File: src/rtl/top_fifo.sv
// Per-lane FIFO bank: one input word is split into KERNEL_SIZE lanes, and each lane drains on its own.
// Latency: 1 cycle from push to head visible, with first-word fall-through. Backpressure: input stalls while any lane is full.
// Optional: define TOP_FIFO_ZERO_EMPTY_EN to drive zeros on lanes with no valid entry.
module top_fifo #(
    parameter int KERNEL_SIZE = 3,
    parameter int DATA_WIDTH  = 8,
    parameter int FIFO_DEPTH  = 4,
    localparam int FULL_WIDTH = KERNEL_SIZE * DATA_WIDTH
) (
    input  logic                   clk,
    input  logic                   rstn,
    input  logic [FULL_WIDTH-1:0]  s_axis_tdata,
    input  logic                   s_axis_tvalid,
    output logic                   s_axis_tready,
    input  logic [KERNEL_SIZE-1:0] m_axis_tready,
    output logic [FULL_WIDTH-1:0]  m_axis_tdata,
    output logic [KERNEL_SIZE-1:0] m_axis_tvalid
);

    localparam int PTR_W = (FIFO_DEPTH > 1) ? $clog2(FIFO_DEPTH) : 1;
    localparam int CNT_W = $clog2(FIFO_DEPTH + 1);

    logic [KERNEL_SIZE-1:0] w_full;
    logic                   w_push;

    // All lanes advance together on input, so one full lane stalls the whole word.
    assign s_axis_tready = ~|w_full;
    assign w_push        = s_axis_tvalid & s_axis_tready;

    function automatic logic [PTR_W-1:0] f_ptr_inc(input logic [PTR_W-1:0] p);
        return (p == PTR_W'(FIFO_DEPTH - 1)) ? '0 : p + PTR_W'(1);
    endfunction

    for (genvar gi = 0; gi < KERNEL_SIZE; gi++) begin : g_lane
        logic [DATA_WIDTH-1:0] r_mem [FIFO_DEPTH];
        logic [PTR_W-1:0]      r_wr_ptr;
        logic [PTR_W-1:0]      r_rd_ptr;
        logic [CNT_W-1:0]      r_count;
        logic                  w_vld;
        logic                  w_pop;
        logic [DATA_WIDTH-1:0] w_head;

        assign w_vld      = (r_count != '0);
        assign w_pop      = w_vld & m_axis_tready[gi];
        assign w_full[gi] = (r_count == CNT_W'(FIFO_DEPTH));
        assign w_head     = r_mem[r_rd_ptr];

        always_ff @(posedge clk or negedge rstn) begin
            if (!rstn) begin
                r_wr_ptr <= '0;
                r_rd_ptr <= '0;
                r_count  <= '0;
            end else begin
                if (w_push) r_wr_ptr <= f_ptr_inc(r_wr_ptr);
                if (w_pop)  r_rd_ptr <= f_ptr_inc(r_rd_ptr);
                case ({w_push, w_pop})
                    2'b10:   r_count <= r_count + CNT_W'(1);
                    2'b01:   r_count <= r_count - CNT_W'(1);
                    default: r_count <= r_count;
                endcase
            end
        end

        // Storage is deliberately left out of reset; occupancy alone defines validity.
        always_ff @(posedge clk) begin
            if (w_push) r_mem[r_wr_ptr] <= s_axis_tdata[gi*DATA_WIDTH +: DATA_WIDTH];
        end

        assign m_axis_tvalid[gi] = w_vld;
`ifdef TOP_FIFO_ZERO_EMPTY_EN
        assign m_axis_tdata[gi*DATA_WIDTH +: DATA_WIDTH] = w_vld ? w_head : '0;
`else
        assign m_axis_tdata[gi*DATA_WIDTH +: DATA_WIDTH] = w_head;
`endif
    end

endmodule

File: config.mk
export PLATFORM = sky130hd
export DESIGN_NAME = top_fifo
export DESIGN_NICKNAME = d
export VERILOG_FILES = /design/src/rtl/top_fifo.sv
export SDC_FILE = /design/constraint.sdc
export NUM_CORES = 1
export LEC_CHECK = 0
export ABC_AREA = 1
export BUFFER_PORTS_ARGS = -buffer_cell sky130_fd_sc_hd__buf_2
export CORE_MARGIN = 2
export CORE_UTILIZATION = 38
export CTS_BUF_LIST = sky130_fd_sc_hd__clkbuf_4 sky130_fd_sc_hd__clkbuf_8
export CTS_CLUSTER_DIAMETER = 100
export DETAILED_ROUTE_END_ITERATION = 10
export PLACE_DENSITY = 0.57
export REMOVE_ABC_BUFFERS = 1
export SLEW_MARGIN = 5
export SYNTH_ARGS = -nofsm -noshare
export SYNTH_HDL_FRONTEND = slang
export SYNTH_SLANG_ARGS = --single-unit
File: constraint.sdc
create_clock -name clk -period 2.4 [get_ports clk]
set_input_delay 0.24 -clock clk [delete_from_list [all_inputs] [get_ports clk]]
set_output_delay 0.24 -clock clk [all_outputs]
set_load 0.01 [all_outputs]
==> run summary, run 1 <==
The run finished with clean final reports. The analysis attributes to cell leakage a power of 0.00239 uW. The share of cells above drive strength 1 works out to 0.215. For the normalized max-slew margin, the log shows 0.643. The number of buffers and inverters on the critical path is 2, and the number of slew-limit violations in the final report is 0. The number of hold-slack violations in the final timing report is 0, and the number of CTS-inserted buffers is 17. Yosys printed 0 warnings. The routed design could run at a clock period as short as 2.02 ns.

Data arrives at the worst endpoint at 2.38 ns. After routing the design area is 6060 um^2. The worst setup path is launched from a flip-flop. The signal on the critical path passes through inv_1 -> nand3_1 -> nand4_4 -> ha_1 -> inv_1 -> fa_1 -> or2_2 -> nand2_1 -> xor2_1. The tree is rooted in a sky130_fd_sc_hd__clkbuf_8. The post-synthesis cell area came out at 4910 um^2. Port buffering added 57 buffers. The slowest stage of the critical path is the sky130_fd_sc_hd__dfrtp_1 cell. The global-route wire length before repair is 15.8 mm. sky130_fd_sc_hd__edfxtp_1 takes more of the synthesized area than any other cell.

The final cycle utilization of the critical path was 0.842. The sequential area share after synthesis was 0.694; the clock-pin slew on the worst setup and hold paths was 0.07 ns. The run gives 24 as the count of cell types in the netlist. After synthesis, the cell types taking the most area are sky130_fd_sc_hd__edfxtp_1 (59%), sky130_fd_sc_hd__dfrtp_1 (11%), sky130_fd_sc_hd__o21ai_0 (5.8%). The number of optimization iterations in the first detailed-route pass is 6, and the clock latency at the later pin of the worst-skew pair is 0.44 ns.

The last weighted congestion value of the routability-driven placer was 0.726; the routed via count divided by cell count was 4.61. The actual transition at the worst max-transition pin was 0.535 ns. The share of the synthesized area in the top cell type was 0.587.

58 I/O pins were placed. From left edge to right edge, the die measures 118 um. Highest net fanout along the worst path: 4. TritonCTS built the clock tree.

The average footprint of a synthesized cell came out at 12.5 um^2. For the final routed database, the setup TNS stands at 0 ns. Based on the critical path, the design can be clocked at up to 0.495 GHz. The H-tree level count is 4. In this run, synthesis produced a sequential element count of 117.

The effective utilization at floorplan is 0.389, and the total core area is 12600 um^2. Critical path class: flip-flop to flip-flop. The most frequent cell on the critical path is sky130_fd_sc_hd__inv_1.

The completed layout was analyzed and its total power is 7450 uW. For this run, the leading register cell type out of synthesis is sky130_fd_sc_hd__edfxtp_1. For the diode insertion count for antenna repair, the log shows 0. For the clock tree skew after final layout, the log shows 0.00760 ns. The average wire per cell in the routed design came out at 13.9 um. Dividing total power by cell area gives a power density of 1230 nW/um^2. After clock tree synthesis, the setup repair step added 0 buffers.

Detailed placement ended at an HPWL of 5.88 mm. Setup repair after global routing left no endpoint under its margin. Initial antenna violation count: 0. The global-route total usage across every layer is 0.149, and the net count reported at finish is 546. For this run, the slowest stage of the critical path takes 0.39 ns.

For the remaining number of nets flagged by the antenna check after routing, the log shows 0. The post-synthesis to final-layout area growth is 23.4%. The tools report the total grt overflow as 0.

Floorplan die area: 13800 um^2. After detailed placement, the total cell area comes to 5440 um^2. The die height was 118 um; the maximum vdd drop was 0.000618 V. The DRC violation total after the first TritonRoute iteration is 126. The tools report the max capacitance violation total as 0. The number of global-route vias before repair was 3255; the largest net degree at the start of global routing was 22. The total vias in the final route is 3131.

sky130_fd_sc_hd__edfxtp_1 is the most common cell in the netlist. Data required time at the worst endpoint: 2.76 ns. The worst hold path belongs to the class primary input to flip-flop. The worst setup path is captured at a flip-flop.

Across all hold checks on the routed design, the worst slack comes to 0.141 ns. The number of instances in the synthesized netlist is 392, and the total number of placement rows is 41. The TritonCTS sink count was 117. The family of cells with the greatest summed delay on the critical path is simple AND/OR/NAND/NOR gates. In this run, synthesis inferred 96 flip-flops with an integrated enable. The maximum buffer depth of the clock tree was 2.

The async set-or-reset flop fraction in the synthesized netlist came out at 0.179. Routed wire length: 9.42 mm. The commonest cells after synthesis are sky130_fd_sc_hd__edfxtp_1 (96), sky130_fd_sc_hd__nor2_1 (68), sky130_fd_sc_hd__o21ai_0 (57). The count of unresolved DRC violations after routing was 0.

Setup violations remaining at the end of the flow were counted as 0.
where the power goes:
group,switching (uW),internal (uW)
clock,752,934
combinational,1740,1050
sequential,246,2730
state kept, by name, indices dropped and copies added (netlist names):
| signal | cells |
|---|---|
| g_lane.r_count | 9 |
| g_lane.r_mem | 96 |
| g_lane.r_rd_ptr | 6 |
| g_lane.r_wr_ptr | 6 |
layer usage:
layer,vias up,share of wire,track usage
met5,-,0,0
met4,0,0.024,0.0700
met3,22,0.041,0.0475
met2,51,0.46,0.227
met1,1483,0.47,0.192
li1,1575,-,-
logic make-up (layout without fill, tap and decap cells):
family | count (synthesis) | after routing | synth area share
compound gates | 84 | 84 | 0.0922
xor+xnor | 6 | 6 | 0.0107
fa+ha+maj | 21 | 21 | 0.0581
buf+inv | 51 | 166 | 0.0469
flops | 117 | 117 | 0.694
simple gates | 113 | 113 | 0.0981
worst reg2reg max path, cell delays in order, from the launching register on:
cell,delay [ns]
sky130_fd_sc_hd__dfrtp_1,0.39
sky130_fd_sc_hd__inv_1,0.12
sky130_fd_sc_hd__nand3_1,0.18
sky130_fd_sc_hd__nand4_4,0.14
sky130_fd_sc_hd__ha_1,0.15
sky130_fd_sc_hd__inv_1,0.06
sky130_fd_sc_hd__fa_1,0.38
sky130_fd_sc_hd__or2_2,0.30
sky130_fd_sc_hd__nand2_1,0.08
sky130_fd_sc_hd__xor2_1,0.15
cell usage in the layout (no fill, tap or decap), types with 4 or more instances in the layout:
cell / instances
sky130_fd_sc_hd__nor2_1: 68
sky130_fd_sc_hd__o22ai_1: 24
sky130_fd_sc_hd__buf_2: 57
sky130_fd_sc_hd__nand3_1: 9
sky130_fd_sc_hd__buf_4: 16
sky130_fd_sc_hd__dlygate4sd3_1: 25
sky130_fd_sc_hd__clkinv_2: 4
sky130_fd_sc_hd__dfrtp_1: 21
sky130_fd_sc_hd__ha_1: 18
sky130_fd_sc_hd__clkbuf_8: 17
sky130_fd_sc_hd__inv_1: 37
sky130_fd_sc_hd__o21ai_0: 57
sky130_fd_sc_hd__nand2_1: 27
sky130_fd_sc_hd__edfxtp_1: 96
final timing paths:
kind,cells past startpoint,slack (ns),end,start
max,9,0.38,g_lane[1].r_count[2]$_DFFE_PN0P_,g_lane[2].r_count[0]$_DFFE_PN0P_
min,3,0.14,g_lane[0].r_wr_ptr[0]$_DFFE_PN0P_,s_axis_tvalid
max reg2reg,9,0.38,g_lane[1].r_count[2]$_DFFE_PN0P_,g_lane[2].r_count[0]$_DFFE_PN0P_
min reg2reg,1,0.48,g_lane[2].r_count[0]$_DFFE_PN0P_,g_lane[2].r_count[0]$_DFFE_PN0P_
max in group asynchronous,2,1.73,g_lane[2].r_rd_ptr[0]$_DFFE_PN0P_,rstn
min in group asynchronous,2,0.32,g_lane[0].r_wr_ptr[0]$_DFFE_PN0P_,rstn
layout make-up:
type	instances	area (um^2)
Clock inverter	11	111
Timing Repair Buffer	98	656
Sequential cell	117	3410
Fill cell	1163	6560
Tap cell	172	215
Multi-Input combinational cell	224	1270
Clock buffer	20	256
Inverter	37	139
through the flow:
step                cells  setup slack (ns)  utilization
floorplan             378             0.412            -
global placement      623             0.442        0.431
detailed placement    623             0.387        0.431
CTS                   679             0.352        0.480
global route          679             0.217        0.480
finish                679             0.380        0.480
what timing repair did:
| item | in CTS | in global routing |
|---|---|---|
| endpoints found under the hold margin | 111 | 0 |
| hold buffers | 25 | 0 |
| gates resized for setup | 0 | 0 |
Note: power is estimated with default switching activity, not from simulation.
==> inputs of run 2 (changes only) <==
==> constraint.sdc (replaced) <==
create_clock -name clk -period 2.1 [get_ports clk]
set_input_delay 0.21 -clock clk [delete_from_list [all_inputs] [get_ports clk]]
set_output_delay 0.21 -clock clk [all_outputs]
set_load 0.01 [all_outputs]
==> run 2 against run 1 <==
Effect of this change:
- wire length shrank 0.39%
- register-to-register slack got worse by 0.28 ns
- utilization is 0.55 points higher
- critical path type unchanged
==> run summary, run 2 (synthesis results as in run 1) <==
Cell chain of the critical path: nor2_4 -> nand2_2 -> nand4_4 -> ha_1 -> inv_1 -> fa_1 -> or2_2 -> nand2_1 -> xor2_1 (was inv_1 -> nand3_1 -> nand4_4 -> ha_1 -> inv_1 -> fa_1 -> or2_2 -> nand2_1 -> xor2_1). The run gives 9.39 mm (was 9.42 mm) as the routed wire length. TritonCTS built the clock tree.

The tools report the net count reported at finish as 548 (was 546). The logs give 0.651 (was 0.643) for the normalized max-slew margin and 144 (was 126) for the DRC violation total after the first TritonRoute iteration. The final critical delay including setup and external delays is 2.00 ns (was 2.02 ns).

Setup repair after global routing left no endpoint under its margin. The largest stage delay on the critical path is 0.41 ns (was 0.39 ns), and the number of optimization iterations in the first detailed-route pass is 4 (was 6). Post-route setup TNS: 0 ns (unchanged). Average wire per cell in the routed design: 13.8 um (was 13.9 um).

The register with the most flip-flops is g_lane.r_mem (unchanged). The design internal power is 5640 uW (was 4720 uW). Kind of end point of the critical path: a flip-flop (unchanged). The tools report the initial antenna violation count as 0 (unchanged). The total grt overflow is 0 (unchanged), and the flip-flop count of the largest register, all copies and words added is 96 (unchanged).

Number of global-route vias before repair: 3159 (was 3255). The cell with the largest stage delay on the worst path was sky130_fd_sc_hd__dfrtp_1 (unchanged). The post-synthesis to final-layout area growth was 24.8% (was 23.4%). The number of gates on the worst path with buffers counted was 9 (unchanged); the x dimension of the die was 118 um (unchanged). The number of CTS-inserted buffers was 17 (unchanged); the number of primary I/O pins was 58 (unchanged). The number of buffers and inverters on the critical path works out to 1 (was 2).

Clock tree skew after final layout: 0.00655 ns (was 0.00760 ns). The switching power as a share of total power was 0.358 (was 0.367). The nature of the critical path startpoint was a flip-flop (unchanged).

The number of cell instances on the worst register-to-register path is 9 (unchanged), and the relative contribution of combinational cells to total power is 0.368 (was 0.374). For the largest net degree at the start of global routing, the log shows 22 (unchanged). For the floorplan die area, the log shows 13800 um^2 (unchanged). The tools report the clock latency at the later pin of the worst-skew pair as 0.43 ns (was 0.44 ns). The die height is 118 um (unchanged).

Remaining number of nets flagged by the antenna check after routing: 0 (unchanged). The logs give 41 (unchanged) for the total number of placement rows and 5.94 mm (was 5.88 mm) for the half-perimeter wire length after placement. The maximum vdd drop is 0.000639 V (was 0.000618 V). The number of hold-slack violations in the final timing report was 0 (unchanged); the arrival time reported for the critical path endpoint was 2.35 ns (was 2.38 ns).

Total vias in the final route: 3090 (was 3131). The run gives 0.486 (was 0.480) as the utilization after layout. The actual transition at the worst max-transition pin was 0.523 ns (was 0.535 ns). Power density over the cells: 1430 nW/um^2 (was 1230 nW/um^2). The library cell used as clock root buffer is sky130_fd_sc_hd__clkbuf_8 (unchanged). The tools report the count of unresolved DRC violations after routing as 0 (unchanged). Classification of the worst-slack hold path: primary input to flip-flop (unchanged). The share of cells above drive strength 1 was 0.219 (was 0.215); the TritonCTS sink count was 117 (unchanged). The final cycle utilization of the critical path was 0.951 (was 0.842).

The family of cells with the greatest summed delay on the critical path was simple AND/OR/NAND/NOR gates (unchanged). The logs give 0.146 (was 0.149) for the global-route total usage across every layer and 0 (unchanged) for the number of setup buffers added after CTS. The routed via count divided by cell count came out at 4.54 (was 4.61). The global-route wire length before repair came out at 15.4 mm (was 15.8 mm).

The most common cell after layout, fill and taps aside is sky130_fd_sc_hd__edfxtp_1 (unchanged). The number of slew-limit violations in the final report came out at 0 (unchanged). The run gives 0.710 (was 0.726) as the last weighted congestion value of the routability-driven placer. Timing-limited maximum frequency: 0.501 GHz (was 0.495 GHz).

Regs by FF count: g_lane.r_mem: 96 flops, g_lane.r_count: 9 flops (unchanged). The count of cells along the worst hold path is 3 (unchanged). The logs give 2.45 ns (was 2.76 ns) for the data required time at the worst endpoint and 0.389 (unchanged) for the effective utilization at floorplan. The clock group share of total power is 0.244 (was 0.226). Most used cells in the layout excluding fill and tap cells: sky130_fd_sc_hd__edfxtp_1 (96), sky130_fd_sc_hd__nor2_1 (68), sky130_fd_sc_hd__o21ai_0 (57), sky130_fd_sc_hd__buf_2 (57), sky130_fd_sc_hd__inv_1 (36) (was sky130_fd_sc_hd__edfxtp_1 (96), sky130_fd_sc_hd__nor2_1 (68), sky130_fd_sc_hd__o21ai_0 (57), sky130_fd_sc_hd__buf_2 (57), sky130_fd_sc_hd__inv_1 (37)).

The run finished with clean final reports. Highest net fanout along the worst path: 5 (was 4). For the static leakage, the log shows 0.00241 uW (was 0.00239 uW).

The max capacitance violation total is 0 (unchanged). The total of buffers placed on input and output ports came out at 57 (unchanged). The critical path class was flip-flop to flip-flop (unchanged).

For the sequential power share, the log shows 0.389 (was 0.399). For the diode insertion count for antenna repair, the log shows 0 (unchanged). The total core area is 12600 um^2 (unchanged), and the clock-pin slew on the worst setup and hold paths is 0.07 ns (about the same). The maximum buffer depth of the clock tree is 2 (unchanged), and the setup violation total in the final timing report is 0 (unchanged).

The tools report the switching power total as 3140 uW (was 2740 uW). The H-tree level count came out at 4 (unchanged).
[run 2: cell types whose count changed in the layout (fill, tap and decap cells not counted), moves of 2 or more]
cell / before / now
sky130_fd_sc_hd__buf_4: 16 / 18
sky130_fd_sc_hd__bufinv_16: 2 / 4
sky130_fd_sc_hd__clkinv_1: 2 / 4
sky130_fd_sc_hd__clkinv_2: 4 / 0
[run 2: area by class of cell]
type                    instances  area, um^2
fillers                      1142        6490
clock buffers                  19         249
clock inverters                11         159
repair buffers                100         671
multi-input cells             224        1290
flip-flops and latches        117        3410
well taps                     172         215
inverters                      37         139
[run 2: layer usage]
metal	global-route usage	routed length (um)	share of wire	vias to the layer above
met2	0.238	4630	0.49	51
met1	0.178	4280	0.46	1453
met3	0.0504	352	0.038	9
met5	0	0	0	-
li1	-	-	-	1577
met4	0.0565	119	0.013	0
[run 2: final timing paths]
check	start	endpoint	slack (ns)
max in group asynchronous	rstn	g_lane[2].r_count[1]$_DFFE_PN0P_	1.48
min	s_axis_tvalid	g_lane[2].r_wr_ptr[0]$_DFFE_PN0P_	0.14
max	g_lane[0].r_count[1]$_DFFE_PN0P_	g_lane[1].r_count[2]$_DFFE_PN0P_	0.10
min in group asynchronous	rstn	g_lane[0].r_wr_ptr[0]$_DFFE_PN0P_	0.28
min reg2reg	g_lane[2].r_count[0]$_DFFE_PN0P_	g_lane[2].r_count[0]$_DFFE_PN0P_	0.48
max reg2reg	g_lane[0].r_count[1]$_DFFE_PN0P_	g_lane[1].r_count[2]$_DFFE_PN0P_	0.10
[run 2: worst min-delay path, cell delays in order]
cell and delay [ns]:
sky130_fd_sc_hd__buf_2 0.17, sky130_fd_sc_hd__nand3_1 0.10, sky130_fd_sc_hd__nand2_1 0.05
[run 2: power groups by stage]
stage	clock (uW)	combinational (uW)	sequential, uW
2_1_floorplan	0	1950	3450
3_3_place_gp	0	3140	3440
3_5_place_dp	0	3200	3450
4_1_cts	2200	3270	3410
5_1_grt	2290	3680	3480
6_report	2140	3230	3410
[run 2: per-stage QoR]
step	power, uW	hold WS, ns	setup WS (ns)	instance area [um^2]	instances
after global routing	9450	0.127	0.00245	6130	680
final	8780	0.139	0.103	6130	680
after detailed placement	6660	0.213	0.0540	5460	625
after floorplan	5400	-0.0856	0.112	4820	378
after global placement	6580	0.209	0.160	5460	625
after CTS	8870	0.111	0.0585	6110	680
[run 2: repair_timing]
item,CTS,global route
endpoints found under the setup margin,0,2
hold endpoints to repair,117,0
gates resized for setup,0,4
hold buffers,25,0
==> inputs of run 3 (changes only) <==
--- a/config.mk
+++ b/config.mk
@@ -12,6 +12,7 @@
 export CTS_BUF_LIST = sky130_fd_sc_hd__clkbuf_4 sky130_fd_sc_hd__clkbuf_8
 export CTS_CLUSTER_DIAMETER = 100
 export DETAILED_ROUTE_END_ITERATION = 10
+export MAX_ROUTING_LAYER = met4
 export PLACE_DENSITY = 0.57
 export REMOVE_ABC_BUFFERS = 1
 export SLEW_MARGIN = 5
==> run 3 against run 2 <==
Effect of this change:
- clock power about the same
- combinational power about the same
- via count increased by 0.23%
- register-to-register slack about the same
- cell count unchanged
- flip-flop and latch count unchanged
- hold slack improved by 0.0024 ns
- first-iteration DRC count decreased by 1.4%
- critical path type unchanged
- highest routed layer unchanged
==> run summary, run 3 (synthesis results as in run 1) <==
For the last weighted congestion value of the routability-driven placer, the log shows 0.718 (was 0.710). The tools report the DRC violation total after the first TritonRoute iteration as 142 (was 144). The critical path class is flip-flop to flip-flop (unchanged).

For the floorplan die area, the log shows 13800 um^2 (unchanged). The kind of end point of the critical path was a flip-flop (unchanged). The run gives 0.178 (about the same) as the global-route track usage on met1.

The arrival time reported for the critical path endpoint was 2.35 ns (about the same); the static leakage was 0.00241 uW (unchanged). The largest net degree at the start of global routing was 22 (unchanged). The x dimension of the die is 118 um (unchanged). The effective utilization at floorplan was 0.389 (unchanged); the register-to-register setup slack was 0.11 ns (was 0.10 ns). The logs give 3410 um^2 (unchanged) for the register area and 0 (unchanged) for the count of unresolved DRC violations after routing.

The worst hold slack after final layout was 0.142 ns (was 0.139 ns); the max capacitance violation total was 0 (unchanged). The highest net fanout along the worst path came out at 5 (unchanged). Setup repair after global routing left no endpoint under its margin. TritonCTS built the clock tree.

The total core area came out at 12600 um^2 (unchanged). The H-tree level count is 4 (unchanged), and the number of primary I/O pins is 58 (unchanged). The net count reported at finish is 548 (unchanged).

The most common cell after layout, fill and taps aside was sky130_fd_sc_hd__edfxtp_1 (unchanged). Final cycle utilization of the critical path: 0.950 (was 0.951). The number of global-route vias before repair is 3168 (was 3159), and the power density over the cells is 1430 nW/um^2 (about the same). The routed via count divided by cell count is 4.55 (was 4.54). For the maximum buffer depth of the clock tree, the log shows 2 (unchanged). The classification of the worst-slack hold path was primary input to flip-flop (unchanged). The nature of the critical path startpoint is a flip-flop (unchanged). The run gives 2.45 ns (about the same) as the data required time at the worst endpoint.

The die height is 118 um (unchanged). Flip-flop count of the largest register, all copies and words added: 96 (unchanged). The run gives 4 (unchanged) as the number of optimization iterations in the first detailed-route pass.

The actual transition at the worst max-transition pin is 0.523 ns (about the same), and the global-route total usage across every layer is 0.150 (was 0.146). Average wire per cell in the routed design: 13.8 um (about the same). The post-route setup TNS was 0 ns (unchanged); the clock latency at the later pin of the worst-skew pair was 0.43 ns (about the same). The run finished with clean final reports. For the routed wire length, the log shows 9.37 mm (was 9.39 mm). The run gives 17 (unchanged) as the number of CTS-inserted buffers. The multi-input logic area was 1290 um^2 (unchanged); the number of hold-slack violations in the final timing report was 0 (unchanged). The half-perimeter wire length after placement is 5.94 mm (unchanged). The clock tree skew after final layout is 0.00498 ns (was 0.00655 ns).

The run gives 0.0494 (was 0.0504) as the met3 demand-to-capacity share in global routing. For the total number of placement rows, the log shows 41 (unchanged). The tools report the number of slew-limit violations in the final report as 0 (unchanged). Met2 usage: 0.238 (unchanged). The total vias in the final route is 3097 (was 3090), and the clock-pin slew on the worst setup and hold paths is 0.07 ns (about the same).

The initial antenna violation count was 0 (unchanged). Most used cells in the layout excluding fill and tap cells: sky130_fd_sc_hd__edfxtp_1 (96), sky130_fd_sc_hd__nor2_1 (68), sky130_fd_sc_hd__o21ai_0 (57), sky130_fd_sc_hd__buf_2 (57), sky130_fd_sc_hd__inv_1 (36) (unchanged). The run gives 117 (unchanged) as the TritonCTS sink count. The diode insertion count for antenna repair came out at 0 (unchanged). The final critical delay including setup and external delays is 1.99 ns (was 2.00 ns), and the timing-limited maximum frequency is 0.501 GHz (about the same). The remaining number of nets flagged by the antenna check after routing is 0 (unchanged). The normalized max-slew margin was 0.651 (about the same). The tools report the library cell used as clock root buffer as sky130_fd_sc_hd__clkbuf_8 (unchanged). The run gives 0.000638 V (was 0.000639 V) as the maximum vdd drop. The count of filler cells inserted in the layout is 1142 (unchanged).

The run gives 0.486 (unchanged) as the utilization after layout. Register with the most flip-flops: g_lane.r_mem (unchanged). Share of cells above drive strength 1: 0.219 (unchanged). The layer carrying the most global-route usage is met2 (unchanged). The total grt overflow is 0 (unchanged). Regs by FF count: g_lane.r_mem: 96 flops, g_lane.r_count: 9 flops (unchanged). The run gives 0 (unchanged) as the setup violation total in the final timing report. The tools report the global-route wire length before repair as 15.4 mm (about the same).

The post-synthesis to final-layout area growth was 24.8% (unchanged); the total of buffers placed on input and output ports was 57 (unchanged).
## run 3: cell counts in the layout (fill, tap and decap cells not counted)
No cell type changed its count.
## run 3: final timing paths
| path | start | endpoint | depth (start not counted) |
|---|---|---|---|
| setup / recovery | g_lane[0].r_count[1]$_DFFE_PN0P_ | g_lane[1].r_count[2]$_DFFE_PN0P_ | 9 |
| hold / removal | s_axis_tvalid | g_lane[2].r_wr_ptr[0]$_DFFE_PN0P_ | 3 |
| setup reg to reg | g_lane[0].r_count[1]$_DFFE_PN0P_ | g_lane[1].r_count[2]$_DFFE_PN0P_ | 9 |
| hold reg to reg | g_lane[2].r_count[0]$_DFFE_PN0P_ | g_lane[2].r_count[0]$_DFFE_PN0P_ | 1 |
| max in group asynchronous | rstn | g_lane[2].r_count[1]$_DFFE_PN0P_ | 2 |
| min in group asynchronous | rstn | g_lane[1].r_count[0]$_DFFE_PN0P_ | 2 |
## run 3: power by group
group          switching [uW]  internal [uW]
registers                 290           3120
logic                    2000           1230
clock network             847           1290
## run 3: per-layer routing
| layer | wire (um) | vias up |
|---|---|---|
| met3 | 376 | 11 |
| met1 | 4300 | 1453 |
| met5 | 0 | - |
| met4 | 127 | 0 |
| met2 | 4560 | 56 |
| li1 | - | 1577 |
## run 3: timing repair
| action | in CTS | in global routing |
|---|---|---|
| endpoints found under the setup margin | 0 | 2 |
| hold buffers | 25 | 0 |
| hold endpoints to repair | 117 | 0 |
| setup buffers | 0 | 0 |
| resized for setup | 0 | 4 |
## run 3: layout make-up
cell class | count | area share
Sequential cell | 117 | 0.556
Multi-Input combinational cell | 224 | 0.210
Timing Repair Buffer | 100 | 0.109
Clock buffer | 19 | 0.0406
Tap cell | 172 | 0.0351
Clock inverter | 11 | 0.0259
Inverter | 37 | 0.0227
## run 3: per-stage QoR
| stage | power, uW | worst slack, ns | instances | cell area (um^2) |
|---|---|---|---|---|
| 2_1_floorplan | 5400 | 0.112 | 378 | 4820 |
| 3_3_place_gp | 6580 | 0.160 | 625 | 5460 |
| 3_5_place_dp | 6660 | 0.0540 | 625 | 5460 |
| 4_1_cts | 8870 | 0.0585 | 680 | 6110 |
| 5_1_grt | 9450 | 0.00245 | 680 | 6130 |
| 6_report | 8780 | 0.105 | 680 | 6130 |
## run 3: critical path, cell delays in order (launching register included)
cell                      delay, ns
sky130_fd_sc_hd__dfrtp_1       0.41
sky130_fd_sc_hd__nor2_4        0.15
sky130_fd_sc_hd__nand2_2       0.08
sky130_fd_sc_hd__nand4_4       0.13
sky130_fd_sc_hd__ha_1          0.16
sky130_fd_sc_hd__inv_1         0.07
sky130_fd_sc_hd__fa_1          0.38
sky130_fd_sc_hd__or2_2         0.30
sky130_fd_sc_hd__nand2_1       0.08
sky130_fd_sc_hd__xor2_1        0.14
